## config.mk

```make
export PLATFORM = sky130hd
export DESIGN_NAME = tinyyolo_axis_out_packer
export DESIGN_NICKNAME = d
export VERILOG_FILES = /design/src/rtl/tinyyolo_pkg.sv /design/src/rtl/tinyyolo_sync_fifo.sv /design/src/rtl/tinyyolo_axis_out_packer.sv
export SDC_FILE = /design/constraint.sdc
export NUM_CORES = 1
export LEC_CHECK = 0
export BUFFER_PORTS_ARGS = -buffer_cell sky130_fd_sc_hd__buf_4
export CAP_MARGIN = 15
export CORE_MARGIN = 3
export CORE_UTILIZATION = 64
export CTS_BUF_LIST = sky130_fd_sc_hd__clkbuf_2
export CTS_CLUSTER_SIZE = 25
export DETAILED_ROUTE_END_ITERATION = 6
export PLACE_DENSITY = 0.82
export SLEW_MARGIN = 30
export SYNTH_ARGS = -nofsm -noshare
export SYNTH_HDL_FRONTEND = slang
export SYNTH_SLANG_ARGS = --single-unit
```

## constraint.sdc

```tcl
create_clock -name ap_clk -period 8.75 [get_ports ap_clk]
set_input_delay 1.3125 -clock ap_clk [delete_from_list [all_inputs] [get_ports ap_clk]]
set_output_delay 1.3125 -clock ap_clk [all_outputs]
set_load 0.005 [all_outputs]
```

## src/rtl/tinyyolo_pkg.sv

```systemverilog
// Shared types and constants for the TinyYOLO output path.
package tinyyolo_pkg;

    typedef enum logic [1:0] {
        IDLE  = 2'd0,
        RUN   = 2'd1,
        DRAIN = 2'd2,
        DONE  = 2'd3
    } pack_state_e;

    localparam int OUT_DATA_W     = 64;
    localparam int OUT_FIFO_DEPTH = 16;

endpackage

```

## src/rtl/tinyyolo_sync_fifo.sv

```systemverilog
// First-word-fall-through synchronous FIFO; head word is visible on rd_data_o
// whenever empty_o is low. Pointers carry one extra wrap bit to tell full from empty.
module tinyyolo_sync_fifo #(
    parameter int WIDTH = 64,
    parameter int DEPTH = 16
) (
    input  logic             clk_i,
    input  logic             rst_n_i,
    input  logic             wr_en_i,
    input  logic [WIDTH-1:0] wr_data_i,
    input  logic             rd_en_i,
    output logic [WIDTH-1:0] rd_data_o,
    output logic             full_o,
    output logic             empty_o
);

    localparam int AW = $clog2(DEPTH);
    localparam logic [AW:0] PTR_ONE = 1;

    logic [WIDTH-1:0] mem_q [DEPTH];
    logic [AW:0]      wr_ptr_q, wr_ptr_d;
    logic [AW:0]      rd_ptr_q, rd_ptr_d;
    logic             do_wr, do_rd;

    assign do_wr = wr_en_i && !full_o;
    assign do_rd = rd_en_i && !empty_o;

    always_comb begin
        wr_ptr_d = wr_ptr_q;
        rd_ptr_d = rd_ptr_q;
        if (do_wr) wr_ptr_d = wr_ptr_q + PTR_ONE;
        if (do_rd) rd_ptr_d = rd_ptr_q + PTR_ONE;
    end

    always_ff @(posedge clk_i) begin
        if (!rst_n_i) begin
            wr_ptr_q <= '0;
            rd_ptr_q <= '0;
        end else begin
            wr_ptr_q <= wr_ptr_d;
            rd_ptr_q <= rd_ptr_d;
        end
    end

    always_ff @(posedge clk_i) begin
        if (do_wr) mem_q[wr_ptr_q[AW-1:0]] <= wr_data_i;
    end

    assign empty_o   = (wr_ptr_q == rd_ptr_q);
    assign full_o    = (wr_ptr_q[AW] != rd_ptr_q[AW]) &&
                       (wr_ptr_q[AW-1:0] == rd_ptr_q[AW-1:0]);
    assign rd_data_o = mem_q[rd_ptr_q[AW-1:0]];

endmodule

```

## src/rtl/tinyyolo_axis_out_packer.sv

```systemverilog
// Buffers conv results into an AXI4-Stream master and frames a tile with tlast/done.
// Define TINYYOLO_OUT_PACKER_ERR_EN to add the sticky err_overrun output.
//
// state | meaning
// IDLE  | waiting for start, idle=1
// RUN   | accepting input words until cfg_beats have been written
// DRAIN | input closed, emptying the buffer onto the stream
// DONE  | single-cycle done pulse
module tinyyolo_axis_out_packer
    import tinyyolo_pkg::*;
#(
    parameter int DATA_W     = OUT_DATA_W,
    parameter int FIFO_DEPTH = OUT_FIFO_DEPTH
) (
    input  logic                ap_clk,
    input  logic                ap_rst_n,
    input  logic                start,
    input  logic [31:0]         cfg_beats,
    input  logic                in_valid,
    output logic                in_ready,
    input  logic [DATA_W-1:0]   in_data,
    output logic                m_axis_output_tvalid,
    input  logic                m_axis_output_tready,
    output logic [DATA_W-1:0]   m_axis_output_tdata,
    output logic [DATA_W/8-1:0] m_axis_output_tkeep,
    output logic                m_axis_output_tlast,
    output logic                done,
`ifdef TINYYOLO_OUT_PACKER_ERR_EN
    output logic                err_overrun,
`endif
    output logic                idle
);

    pack_state_e state_q, state_d;
    logic [31:0] beats_q, beats_d;
    logic [31:0] in_cnt_q, in_cnt_d;
    logic [31:0] out_cnt_q, out_cnt_d;
    logic        fifo_full, fifo_empty;
    logic        push, pop, last_beat;

    // in_ready depends only on registered state, never on tready
    assign in_ready  = (state_q == RUN) && !fifo_full;
    assign push      = in_valid && in_ready;
    assign pop       = m_axis_output_tvalid && m_axis_output_tready;
    assign last_beat = (out_cnt_q == beats_q - 32'd1);

    assign m_axis_output_tvalid = !fifo_empty;
    assign m_axis_output_tlast  = m_axis_output_tvalid && last_beat;
    assign m_axis_output_tkeep  = '1;
    assign done                 = (state_q == DONE);
    assign idle                 = (state_q == IDLE);

    tinyyolo_sync_fifo #(
        .WIDTH (DATA_W),
        .DEPTH (FIFO_DEPTH)
    ) u_fifo (
        .clk_i     (ap_clk),
        .rst_n_i   (ap_rst_n),
        .wr_en_i   (push),
        .wr_data_i (in_data),
        .rd_en_i   (m_axis_output_tready),
        .rd_data_o (m_axis_output_tdata),
        .full_o    (fifo_full),
        .empty_o   (fifo_empty)
    );

    always_comb begin
        state_d   = state_q;
        beats_d   = beats_q;
        in_cnt_d  = in_cnt_q;
        out_cnt_d = out_cnt_q;
        if (push) in_cnt_d  = in_cnt_q + 32'd1;
        if (pop)  out_cnt_d = out_cnt_q + 32'd1;
        unique case (state_q)
            IDLE: begin
                if (start) begin
                    beats_d   = cfg_beats;
                    in_cnt_d  = '0;
                    out_cnt_d = '0;
                    state_d   = (cfg_beats == 32'd0) ? DONE : RUN;
                end
            end
            RUN: begin
                if (push && (in_cnt_q + 32'd1 == beats_q)) state_d = DRAIN;
            end
            DRAIN: begin
                // the tlast handshake empties the buffer, since every word is already in
                if (pop && last_beat) state_d = DONE;
            end
            DONE: begin
                state_d = IDLE;
            end
            default: state_d = IDLE;
        endcase
    end

    always_ff @(posedge ap_clk) begin
        if (!ap_rst_n) begin
            state_q   <= IDLE;
            beats_q   <= '0;
            in_cnt_q  <= '0;
            out_cnt_q <= '0;
        end else begin
            state_q   <= state_d;
            beats_q   <= beats_d;
            in_cnt_q  <= in_cnt_d;
            out_cnt_q <= out_cnt_d;
        end
    end

`ifdef TINYYOLO_OUT_PACKER_ERR_EN
    logic err_q, err_d;

    always_comb begin
        err_d = err_q;
        if ((state_q == IDLE) && start) begin
            err_d = 1'b0;
        end else if (in_valid && ((state_q == DRAIN) || (state_q == DONE))) begin
            err_d = 1'b1;
        end
    end

    always_ff @(posedge ap_clk) begin
        if (!ap_rst_n) err_q <= 1'b0;
        else           err_q <= err_d;
    end

    assign err_overrun = err_q;
`endif

endmodule
```

==> results.sh <==
export IMPL_drv_cap=0
export IMPL_ant_nets=0
export IMPL_vias_per_cell=6.41
export IMPL_period_needed_ns=6.25
export IMPL_ctsHtreeMaxLevel=5
export IMPL_firstDrtPassIters=6
export IMPL_p_per_area_nw_per_um2=224
export IMPL_finClkSkew_ns=0.245
export IMPL_worstPathArrival_ns=4.94
export IMPL_ir_drop_mv=0.171
export IMPL_synthXorXnorAreaFrac_pct=2.79
export IMPL_yosys_area_share_simple_pct=5.06
export IMPL_cp_buffers_inverters=2
export IMPL_slowest_delay_ns=0.55
export IMPL_gp_congestion=0.909
export IMPL_synthTopCellsByCount="edfxtp_1, mux4_2, nand2_1"
export IMPL_drive_gt1_share_pct=33.7
export IMPL_cts_root_buf="clkbuf_2"
export IMPL_coreArea_um2=70300
export IMPL_synth_warnings=0
export IMPL_sequentialPowerShare_pct=53.7
export IMPL_io_pins=178
export IMPL_portBuffers=169
export IMPL_cts_buffers=289
export IMPL_cp_cell_sequence="inv_1 -> ha_1 -> nor3b_4 -> nand3_4 -> or4_4 -> or3_1 -> a2111o_1 -> or4_4 -> nor3b_1 -> buf_4"
export IMPL_power_switching_mw=3.03
export IMPL_drc=0
export IMPL_tightest_slew_ns=1.03
export IMPL_rsz0062_at_grt="no"
export IMPL_p_comb_share_pct=15.9
export IMPL_max_slew_margin_pct=31.3
export IMPL_fmaxAchievable_mhz=160
export IMPL_syn_avg_cell_area_um2=19.2
export IMPL_period_share_pct=71.4
export IMPL_synth_cell_types=69
export IMPL_synth_top_area_cell="edfxtp_1"
export IMPL_setup_violations=0
export IMPL_grt_max_degree=76
export IMPL_routed_wl_um=106000
export IMPL_synth_compound_gate_area_share_pct=1.88
export IMPL_crit_type="reg -> out"
export IMPL_p_sw_share_pct=26.7
export IMPL_status="completed"
export IMPL_clk_path_buf_depth=4
export IMPL_synth_top_area_share_pct=67.5
export IMPL_die_w_um=273
export IMPL_cpMostUsedCell="or4_4"
export IMPL_p_clk_share_pct=30.4
export IMPL_final_max_slew_viol_count=0
export IMPL_cts_sinks=1136
export IMPL_area_delta_synth_final_pct=11.2
export IMPL_cts_clk_slew_worst_paths_ns=0.12
export IMPL_cts_resized=0
export IMPL_crit_path_start_kind="flop"
export IMPL_drtIter0Drc=2852
export IMPL_rows=97
export IMPL_hold_viol=0
export IMPL_ys_seq_area_share_pct=72.5
export IMPL_detailed_place_hpwl_um=56000
export IMPL_yosysMostFrequentCell="edfxtp_1"
export IMPL_hp_class="in -> reg"
export IMPL_nNetsFinal=2853
export IMPL_syn_inst=2369
export IMPL_leakage_nw=16.3
export IMPL_grt_pass1_wl_um=158000
export IMPL_async_reset_ff_share_pct=0
export IMPL_wl_per_cell_um=27.4
export IMPL_vias=24780
export IMPL_die_h_um=273
export IMPL_dieArea_um2=74400
export IMPL_critPathCaptureType="output port"
export IMPL_synth_edff_count=1024
export IMPL_cts_tree="done"
export IMPL_synth_area_leaders="edfxtp_1, mux4_2, dfxtp_1"
export IMPL_critPathTopFamily="simple AND/OR/NAND/NOR gates"
export IMPL_hold_slack_ns=0.147
export IMPL_synth_fa_ha_area_share_pct=0.330
export IMPL_synth_top_family_by_area="multiplexers"
export IMPL_synth_cell_area_um2=45500
export IMPL_synth_top_flop_cell="edfxtp_1"
export IMPL_p_int_mw=8.32
export IMPL_worstPathMaxFanout=8
export IMPL_track_usage_pct=28.9
export IMPL_ys_seq_elements=1136
export IMPL_antenna_found_initial=8
export IMPL_crit_slowest_cell="or4_4"
export IMPL_clk_latency_ns=1.50
export IMPL_fin_tns_setup_ns=0
export IMPL_grt_pass1_vias=25871
export IMPL_start_util_pct=64.8
export IMPL_gr_total_overflow=0
export IMPL_muxShareOfSynthArea_pct=16.0
export IMPL_worstPathRequired_ns=7.44
==> cell families (layout without fill, tap and decap cells) <==
kind of cell	after synthesis	in the layout
compound gates	122	122
xor+xnor	145	145
fa+ha+maj	12	12
buf+inv	166	707
flops	1136	1136
mux	327	327
other cells	1	15
simple gates	460	460
==> placed cells by master (no fill, tap or decap), drive strengths merged, types with 4 or more instances in the layout <==
master	instances
a21boi	34
a21oi	18
a31oi	5
and2	12
and3	20
and4	4
buf	211
bufinv	7
clkbuf	395
clkinv	63
conb	8
dfxtp	112
diode	7
dlygate4sd3	7
edfxtp	1024
ha	12
inv	24
mux2i	4
mux4	320
nand2	126
nand2b	7
nand3	33
nand4	31
nor2	113
nor2b	10
nor3	34
nor3b	4
nor4	29
o21ai	20
o31a	6
o31ai	4
or3	14
or4	8
xnor2	82
xor2	63
==> sequential cells by signal, summed over array words and instances (netlist names), named ones only <==
name	count
u_fifo.mem_q	1024
u_fifo.rd_ptr_q	5
u_fifo.wr_ptr_q	5
in_cnt_q	32
out_cnt_q	32
state_q	2
beats_q	32
==> stage by stage <==
step	setup slack (ns)	std cells	instance area, µm²	util [%]	power [mW]
2_1_floorplan	1.72	2376	45600	-	7.43
3_3_place_gp	3.98	3372	47800	68.0	7.94
3_5_place_dp	3.92	3379	48000	68.3	8.01
4_1_cts	2.39	3854	50500	71.9	11.4
5_1_grt	2.27	3863	50600	72.0	11.9
6_report	2.50	3864	50600	72.0	11.4
==> final timing paths <==
check / from / end / slack, ns / cells past startpoint
setup / recovery: beats_q[0] / m_axis_output_tlast / 2.50 / 10
hold / removal: in_data[21] / u_fifo.mem_q[0][21] / 0.15 / 1
setup reg to reg: u_fifo.wr_ptr_q[2] / u_fifo.mem_q[11][8] / 4.68 / 8
hold reg to reg: in_cnt_q[1] / in_cnt_q[1] / 0.52 / 2
==> routing by layer <==
layer	up-vias	part of all wire (%)	GRT usage, %
met4	2	2.7	10.8
met3	227	9.3	7.72
met2	1478	51	46.6
met5	-	0.016	0
met1	12628	37	38.5
li1	10445	-	-
==> timing repair <==
item                                    CTS  global route
hold endpoints to repair                 60             0
endpoints found under the setup margin    0             0
buffers inserted                          0             0
hold buffers                              7             0
==> worst reg2reg max path, delay by kind of cell, from the launching register on <==
kind          cells  cell delay, ns
xor+xnor          1            0.23
simple gates      5            1.70
buf+inv           2            1.06
flops             1            0.63
==> final cells by class <==
type / instances / area [µm²]
Clock inverter: 73 / 467
Multi-Input combinational cell: 1074 / 12000
Inverter: 21 / 78.8
Clock buffer: 395 / 1980
Sequential cell: 1136 / 33000
Tap cell: 940 / 1180
Timing Repair Buffer: 218 / 1880
Antenna cell: 7 / 17.5
Fill cell: 4119 / 19600
==> power groups by stage <==
stage	combinational [mW]	clock [mW]	sequential [mW]
2_1_floorplan	1.28	0	6.15
3_5_place_dp	1.76	0	6.25
5_1_grt	1.94	3.80	6.11
6_report	1.80	3.46	6.10
3_3_place_gp	1.70	0	6.24
4_1_cts	1.78	3.53	6.12
(Power assumes the default switching activity.)
